**config.mk**
```make
export PLATFORM = sky130hd
export DESIGN_NAME = traffic_phase_scheduler
export DESIGN_NICKNAME = d
export VERILOG_FILES = /design/src/rtl/traffic_phase_scheduler.sv
export SDC_FILE = /design/constraint.sdc
export NUM_CORES = 1
export LEC_CHECK = 0
export ABC_AREA = 1
export BUFFER_PORTS_ARGS = -buffer_cell sky130_fd_sc_hd__buf_4
export CAP_MARGIN = 20
export CORE_AREA = 5 5 75 77
export CTS_CLUSTER_SIZE = 12
export DETAILED_ROUTE_END_ITERATION = 16
export DIE_AREA = 0 0 80 82
export PLACE_DENSITY_LB_ADDON = 0.2
export RECOVER_POWER = 100
export SLEW_MARGIN = 20
export SYNTH_ARGS = -nofsm -noshare
export SYNTH_HDL_FRONTEND = slang
export SYNTH_SLANG_ARGS = --single-unit
```
**constraint.sdc**
```tcl
create_clock -name clk -period 1.79 [get_ports clk]
set_input_delay 0.0895 -clock clk [delete_from_list [all_inputs] [get_ports clk]]
set_output_delay 0.0895 -clock clk [all_outputs]
set_load 0.02 [all_outputs]
```
**src/rtl/traffic_phase_scheduler.sv**
```systemverilog
// traffic_phase_scheduler: four-approach intersection phase scheduler.
// Round-robin grant of a single green phase, with minimum-green, gap-out and
// max-out timing, followed by yellow and all-red clearance.
// Optional feature macro: TRAFFIC_FLASH_EN (en low -> flashing yellow).
// Ports:
//   clk    : clock, rising edge
//   res_n  : synchronous active-low reset
//   en     : run enable
//   req    : level request per approach
//   green  : one-hot green lamp (or zero)
//   yellow : yellow lamps
//   red    : red lamps
//   phase  : index of the approach most recently granted
//   busy   : high in GREEN, YELLOW or ALLRED
module traffic_phase_scheduler #(
  parameter int unsigned GREEN_MIN = 4,
  parameter int unsigned GREEN_MAX = 10,
  parameter int unsigned YELLOW_T  = 2,
  parameter int unsigned ALLRED_T  = 1,
  parameter int unsigned FLASH_T   = 4
) (
  input  logic       clk,
  input  logic       res_n,
  input  logic       en,
  input  logic [3:0] req,
  output logic [3:0] green,
  output logic [3:0] yellow,
  output logic [3:0] red,
  output logic [1:0] phase,
  output logic       busy
);

  localparam logic [7:0] GMIN_M1 = 8'(GREEN_MIN - 1);
  localparam logic [7:0] GMAX_M1 = 8'(GREEN_MAX - 1);
  localparam logic [7:0] YEL_M1  = 8'(YELLOW_T - 1);
  localparam logic [7:0] AR_M1   = 8'(ALLRED_T - 1);

`ifdef TRAFFIC_FLASH_EN
  localparam logic [7:0] FLASH_M1 = 8'(FLASH_T - 1);
  typedef enum logic [2:0] {S_IDLE, S_GREEN, S_YELLOW, S_ALLRED, S_FLASH} state_t;
`else
  typedef enum logic [1:0] {S_IDLE, S_GREEN, S_YELLOW, S_ALLRED} state_t;
`endif

  state_t     state, state_nxt;
  logic [7:0] timer, timer_nxt, timer_inc;
  logic [1:0] phase_nxt, pick;
  logic [3:0] green_nxt, yellow_nxt, red_nxt;
  logic       busy_nxt, any_req, contested;
`ifdef TRAFFIC_FLASH_EN
  logic       lit, lit_nxt;
`endif

  function automatic logic [3:0] onehot(input logic [1:0] idx);
    onehot = 4'b0001 << idx;
  endfunction

  // First requester scanning upward from cur+1; cur itself is scanned last.
  function automatic logic [1:0] rr_pick(input logic [1:0] cur, input logic [3:0] r);
    logic [1:0] idx;
    logic       found;
    rr_pick = cur;
    found   = 1'b0;
    for (int unsigned i = 1; i <= 4; i++) begin
      idx = cur + 2'(i);
      if (!found && r[idx]) begin
        rr_pick = idx;
        found   = 1'b1;
      end
    end
  endfunction

  always_comb begin
    state_nxt = state;
    timer_nxt = timer;
    phase_nxt = phase;
`ifdef TRAFFIC_FLASH_EN
    lit_nxt   = lit;
`endif
    any_req   = |req;
    contested = |(req & ~onehot(phase));
    pick      = rr_pick(phase, req);
    timer_inc = (timer == 8'hFF) ? timer : timer + 8'd1;

    if (!en) begin
`ifdef TRAFFIC_FLASH_EN
      if (state != S_FLASH) begin
        state_nxt = S_FLASH;
        timer_nxt = '0;
        lit_nxt   = 1'b1;
      end else if (timer == FLASH_M1) begin
        timer_nxt = '0;
        lit_nxt   = ~lit;
      end else begin
        timer_nxt = timer + 8'd1;
      end
`endif
    end else begin
      timer_nxt = timer_inc;
      case (state)
        S_IDLE: begin
          if (any_req) begin
            state_nxt = S_GREEN;
            phase_nxt = pick;
            timer_nxt = '0;
          end
        end
        S_GREEN: begin
          if (timer >= GMIN_M1 && contested && (!req[phase] || timer >= GMAX_M1)) begin
            state_nxt = S_YELLOW;
            timer_nxt = '0;
          end
        end
        S_YELLOW: begin
          if (timer == YEL_M1) begin
            state_nxt = S_ALLRED;
            timer_nxt = '0;
          end
        end
        S_ALLRED: begin
          if (timer == AR_M1) begin
            timer_nxt = '0;
            if (any_req) begin
              state_nxt = S_GREEN;
              phase_nxt = pick;
            end else begin
              state_nxt = S_IDLE;
            end
          end
        end
`ifdef TRAFFIC_FLASH_EN
        S_FLASH: begin
          state_nxt = S_ALLRED;
          timer_nxt = '0;
        end
`endif
        default: begin
          state_nxt = S_IDLE;
          timer_nxt = '0;
        end
      endcase
    end

    // Lamps are derived from the next state so that every output is registered.
    green_nxt  = '0;
    yellow_nxt = '0;
    busy_nxt   = 1'b0;
    case (state_nxt)
      S_GREEN: begin
        green_nxt = onehot(phase_nxt);
        busy_nxt  = 1'b1;
      end
      S_YELLOW: begin
        yellow_nxt = onehot(phase_nxt);
        busy_nxt   = 1'b1;
      end
      S_ALLRED: busy_nxt = 1'b1;
      default:  busy_nxt = 1'b0;
    endcase
    red_nxt = ~(green_nxt | yellow_nxt);
`ifdef TRAFFIC_FLASH_EN
    if (state_nxt == S_FLASH) begin
      red_nxt    = '0;
      yellow_nxt = lit_nxt ? 4'hF : 4'h0;
    end
`endif
  end

  always_ff @(posedge clk) begin
    if (!res_n) begin
      state  <= S_IDLE;
      timer  <= '0;
      phase  <= 2'd3;
      green  <= '0;
      yellow <= '0;
      red    <= '1;
      busy   <= 1'b0;
`ifdef TRAFFIC_FLASH_EN
      lit    <= 1'b1;
`endif
    end else begin
      state  <= state_nxt;
      timer  <= timer_nxt;
      phase  <= phase_nxt;
      green  <= green_nxt;
      yellow <= yellow_nxt;
      red    <= red_nxt;
      busy   <= busy_nxt;
`ifdef TRAFFIC_FLASH_EN
      lit    <= lit_nxt;
`endif
    end
  end

endmodule

```
==> run_results.csv <==
group,metric,value,unit
routing,met3_length,78,µm
synth,synth_top_family_by_area,"simple AND/OR/NAND/NOR gates",
global_routing,overflow,0,
sta,setup_slack,0.0107,ns
sta,worstMarginPinSlew,0.334,ns
finish,final_common_cell,"nand2_1",
pwr,switching_share,38.9,%
routing,met1_length,1800,µm
setup_path,cpLargestDelayFamily,"simple AND/OR/NAND/NOR gates",
pwr,p_int,1.04,mW
synth,synth_cell_type_count,31,
finish,finish.utilization,45.1,%
clock_network,cts_buffer_depth,2,
clock_network,clk_latency,0.27,ns
job,maxCapViolations,0,
clock_network,cts_tree,"done",
sta,final_hold_viol_count,0,
setup_path,crit_slowest_cell,"dfxtp_4",
clock_network,clock-sinks,25,
pwr,p_clk_share,20.1,%
setup_path,critPathMostFrequentCell,"nor2_4",
floorplanning,io_pins,22,
synth,synthFlopType,"dfxtp_1",
sta,period_share,99.4,%
clock_network,htree_levels,1,
synth,synth_xor_area_share,2.68,%
setup_path,crit_required,1.97,ns
sta,relSlewSlack,77.5,%
floorplanning,initial_core_util,33.1,%
sta,rsz0062_at_grt,"true",
synth,synth_nets,255,
pwr,power.density,763,mW/mm²
finish,drive_above_1_share,36.5,%
setup_path,crit_fanout,4,
synth,synth_compound_area_share,10.0,%
finish,final_cell_mix,"48 x nand2_1, 26 x inv_1, 24 x buf_4",
global_routing,grt_pass1_wl,6360,µm
routing,drtIter0Drc,15,
synth,yosysTopAreaCellShare,30.6,%
placement,gp_congestion,0.821,
placement,dp_hpwl,2900,µm
sta,finalSetupViolations,0,
setup_path,start_kind,"register",
synth,synthCells,237,
global_routing,grt_util_all_layers,12.0,%
global_routing,grt_antenna_before_repair,0,
synth,synth_top_area_cell,"dfxtp_1",
routing,wl_per_cell,10.9,µm
synth,synth_area_leaders,"dfxtp_1 31%, nand2_1 14%, ha_1 8.4%",
clock_network,cts_inserted_buffers,3,
sta,fin_crit,1.78,ns
setup_path,worstSetupEndpointType,"register",
routing,top_layer_used,"met4",
floorplanning,die_area,0.00656,mm²
synth,synth-seq-cells,25,
synth,yosys_warnings,0,
synth,synthAdderAreaFrac,8.42,%
sta,holdWs,0.0733,ns
finish,finalNetCount,296,
global_routing,grt_pass1_vias,1525,
floorplanning,rows,26,
routing,vias_per_cell,4.53,
pwr,p_leak,0.992,nW
sta,fmax,562,MHz
synth,syn-cell-area,0.00164,mm²
placement,io_buffers,21,
synth,syn_avg_cell_area,6.90,µm²
setup_path,path_buf_inv,2,
routing,first_pass_iters,4,
setup_path,path_cells,"buf_6 > ha_2 > inv_2 > nand2_1 > nand2_2 > nor2_4 > nor2_4 > nand3_2 > nand3_4 > nand2_4 > a21oi_4 > nand2_4 > nor2_4 > nor2_1",
clock_network,path_clk_slew,0.09,ns
synth,synth_mux_area_share,0,%
hold_path,min_path_type,"in -> reg",
pwr,combPwrFrac,43.4,%
setup_path,crit_type,"reg -> reg",
pwr,vdd_drop_max,0.369,mV
finish,insertedDiodeCount,0,
synth,synthSimpleGateAreaFrac,39.2,%
pwr,p_switching,0.662,mW
setup_path,cp.arrival,1.96,ns
synth,synth_edf_count,0,
sta,worst_clock_skew,0.00402,ns
clock_network,hold_buffers,0,
routing,ant_nets,0,
clock_network,cts-root-buf,"clkbuf_8",
finish,syn2layout_area_growth,36.5,%
routing,vias,1572,
setup_path,max_stage_delay,0.37,ns
floorplanning,coreArea,0.00494,mm²
routing,wl_met2,1830,µm
synth,ys_async_sr_fraction,0,%
synth,synth-seq-area-share,30.6,%
floorplanning,die_w,80,µm
routing,wirelength,3780,µm
global_routing,grt_max_degree,16,
outcome,status,"complete, no violations",
floorplanning,die_height,82,µm
pwr,pwr-share-seq,36.5,%
routing,drc,0,
sta,slew_viol_final,0,
placement,dpl_worst_slack,-0.0874,ns
metrics by stage:
stage,instances,power [mW],TNS (ns),instance area [µm²]
floorplan,237,1.05,0,1650
global placement,342,1.23,-0.204,2000
detailed placement,342,1.23,-0.244,2000
CTS,347,1.62,-0.0101,2090
global route,347,1.83,-0.622,2230
finish,347,1.70,0,2230
metal layers:
layer,vias up,track usage (%)
met5,-,0
met3,5,1.10
met2,17,21.2
li1,831,-
met4,0,5.07
met1,719,14.9
worst paths after layout:
check / startpoint / end / slack, ns / cells past startpoint
setup / recovery: phase[1] / red[1] / 0.01 / 14
hold / removal: res_n / phase[1] / 0.07 / 2
setup reg to reg: phase[1] / red[1] / 0.01 / 14
hold reg to reg: timer[6] / timer[6] / 0.58 / 2
cell families (layout without fill, tap and decap cells):
| family | after synthesis | after routing |
|---|---|---|
| buffers and inverters | 36 | 76 |
| flip-flops | 25 | 25 |
| adder cells (fa/ha/maj) | 11 | 11 |
| XOR/XNOR | 5 | 5 |
| AO/OA/AOI/OAI | 24 | 24 |
| AND/OR/NAND/NOR | 136 | 136 |
state kept, by name, summed over array words and instances (netlist names):
signal and flops:
busy 1, red 4, state 2, yellow 4, timer 8, green 4, phase 2
power by group through the flow:
stage | combinational, mW | clock, mW | sequential [mW]
floorplan | 0.384 | 0 | 0.664
global placement | 0.603 | 0 | 0.630
detailed placement | 0.599 | 0 | 0.629
CTS | 0.639 | 0.366 | 0.617
global route | 0.817 | 0.386 | 0.627
finish | 0.738 | 0.342 | 0.621
cells in the mapped netlist, types with 2 or more instances:
library cell,count
nand2_1,61
inv_1,31
nor2_1,28
dfxtp_1,25
nand3_1,17
ha_1,11
a21oi_1,10
nand2_2,9
nor2_2,8
nand4_1,5
o21ai_1,3
xor2_1,3
a21oi_4,2
nand3_2,2
nand3_4,2
nor3_1,2
o21a_1,2
o21ai_0,2
xnor2_1,2
timing repair:
action,CTS,global route
gates resized for setup,11,51
endpoints found under the setup margin,6,21
setup buffers,1,0
endpoints found under the hold margin,0,0
pin swaps,5,25
final cells by class:
type	instances	area, µm²
Inverter	33	129
Tap cell	70	87.6
Multi-Input combinational cell	176	1210
Clock buffer	3	41.3
Fill cell	535	2710
Timing Repair Buffer	39	251
Clock inverter	1	6.26
Sequential cell	25	510
Note: power is estimated with default switching activity, not from simulation.
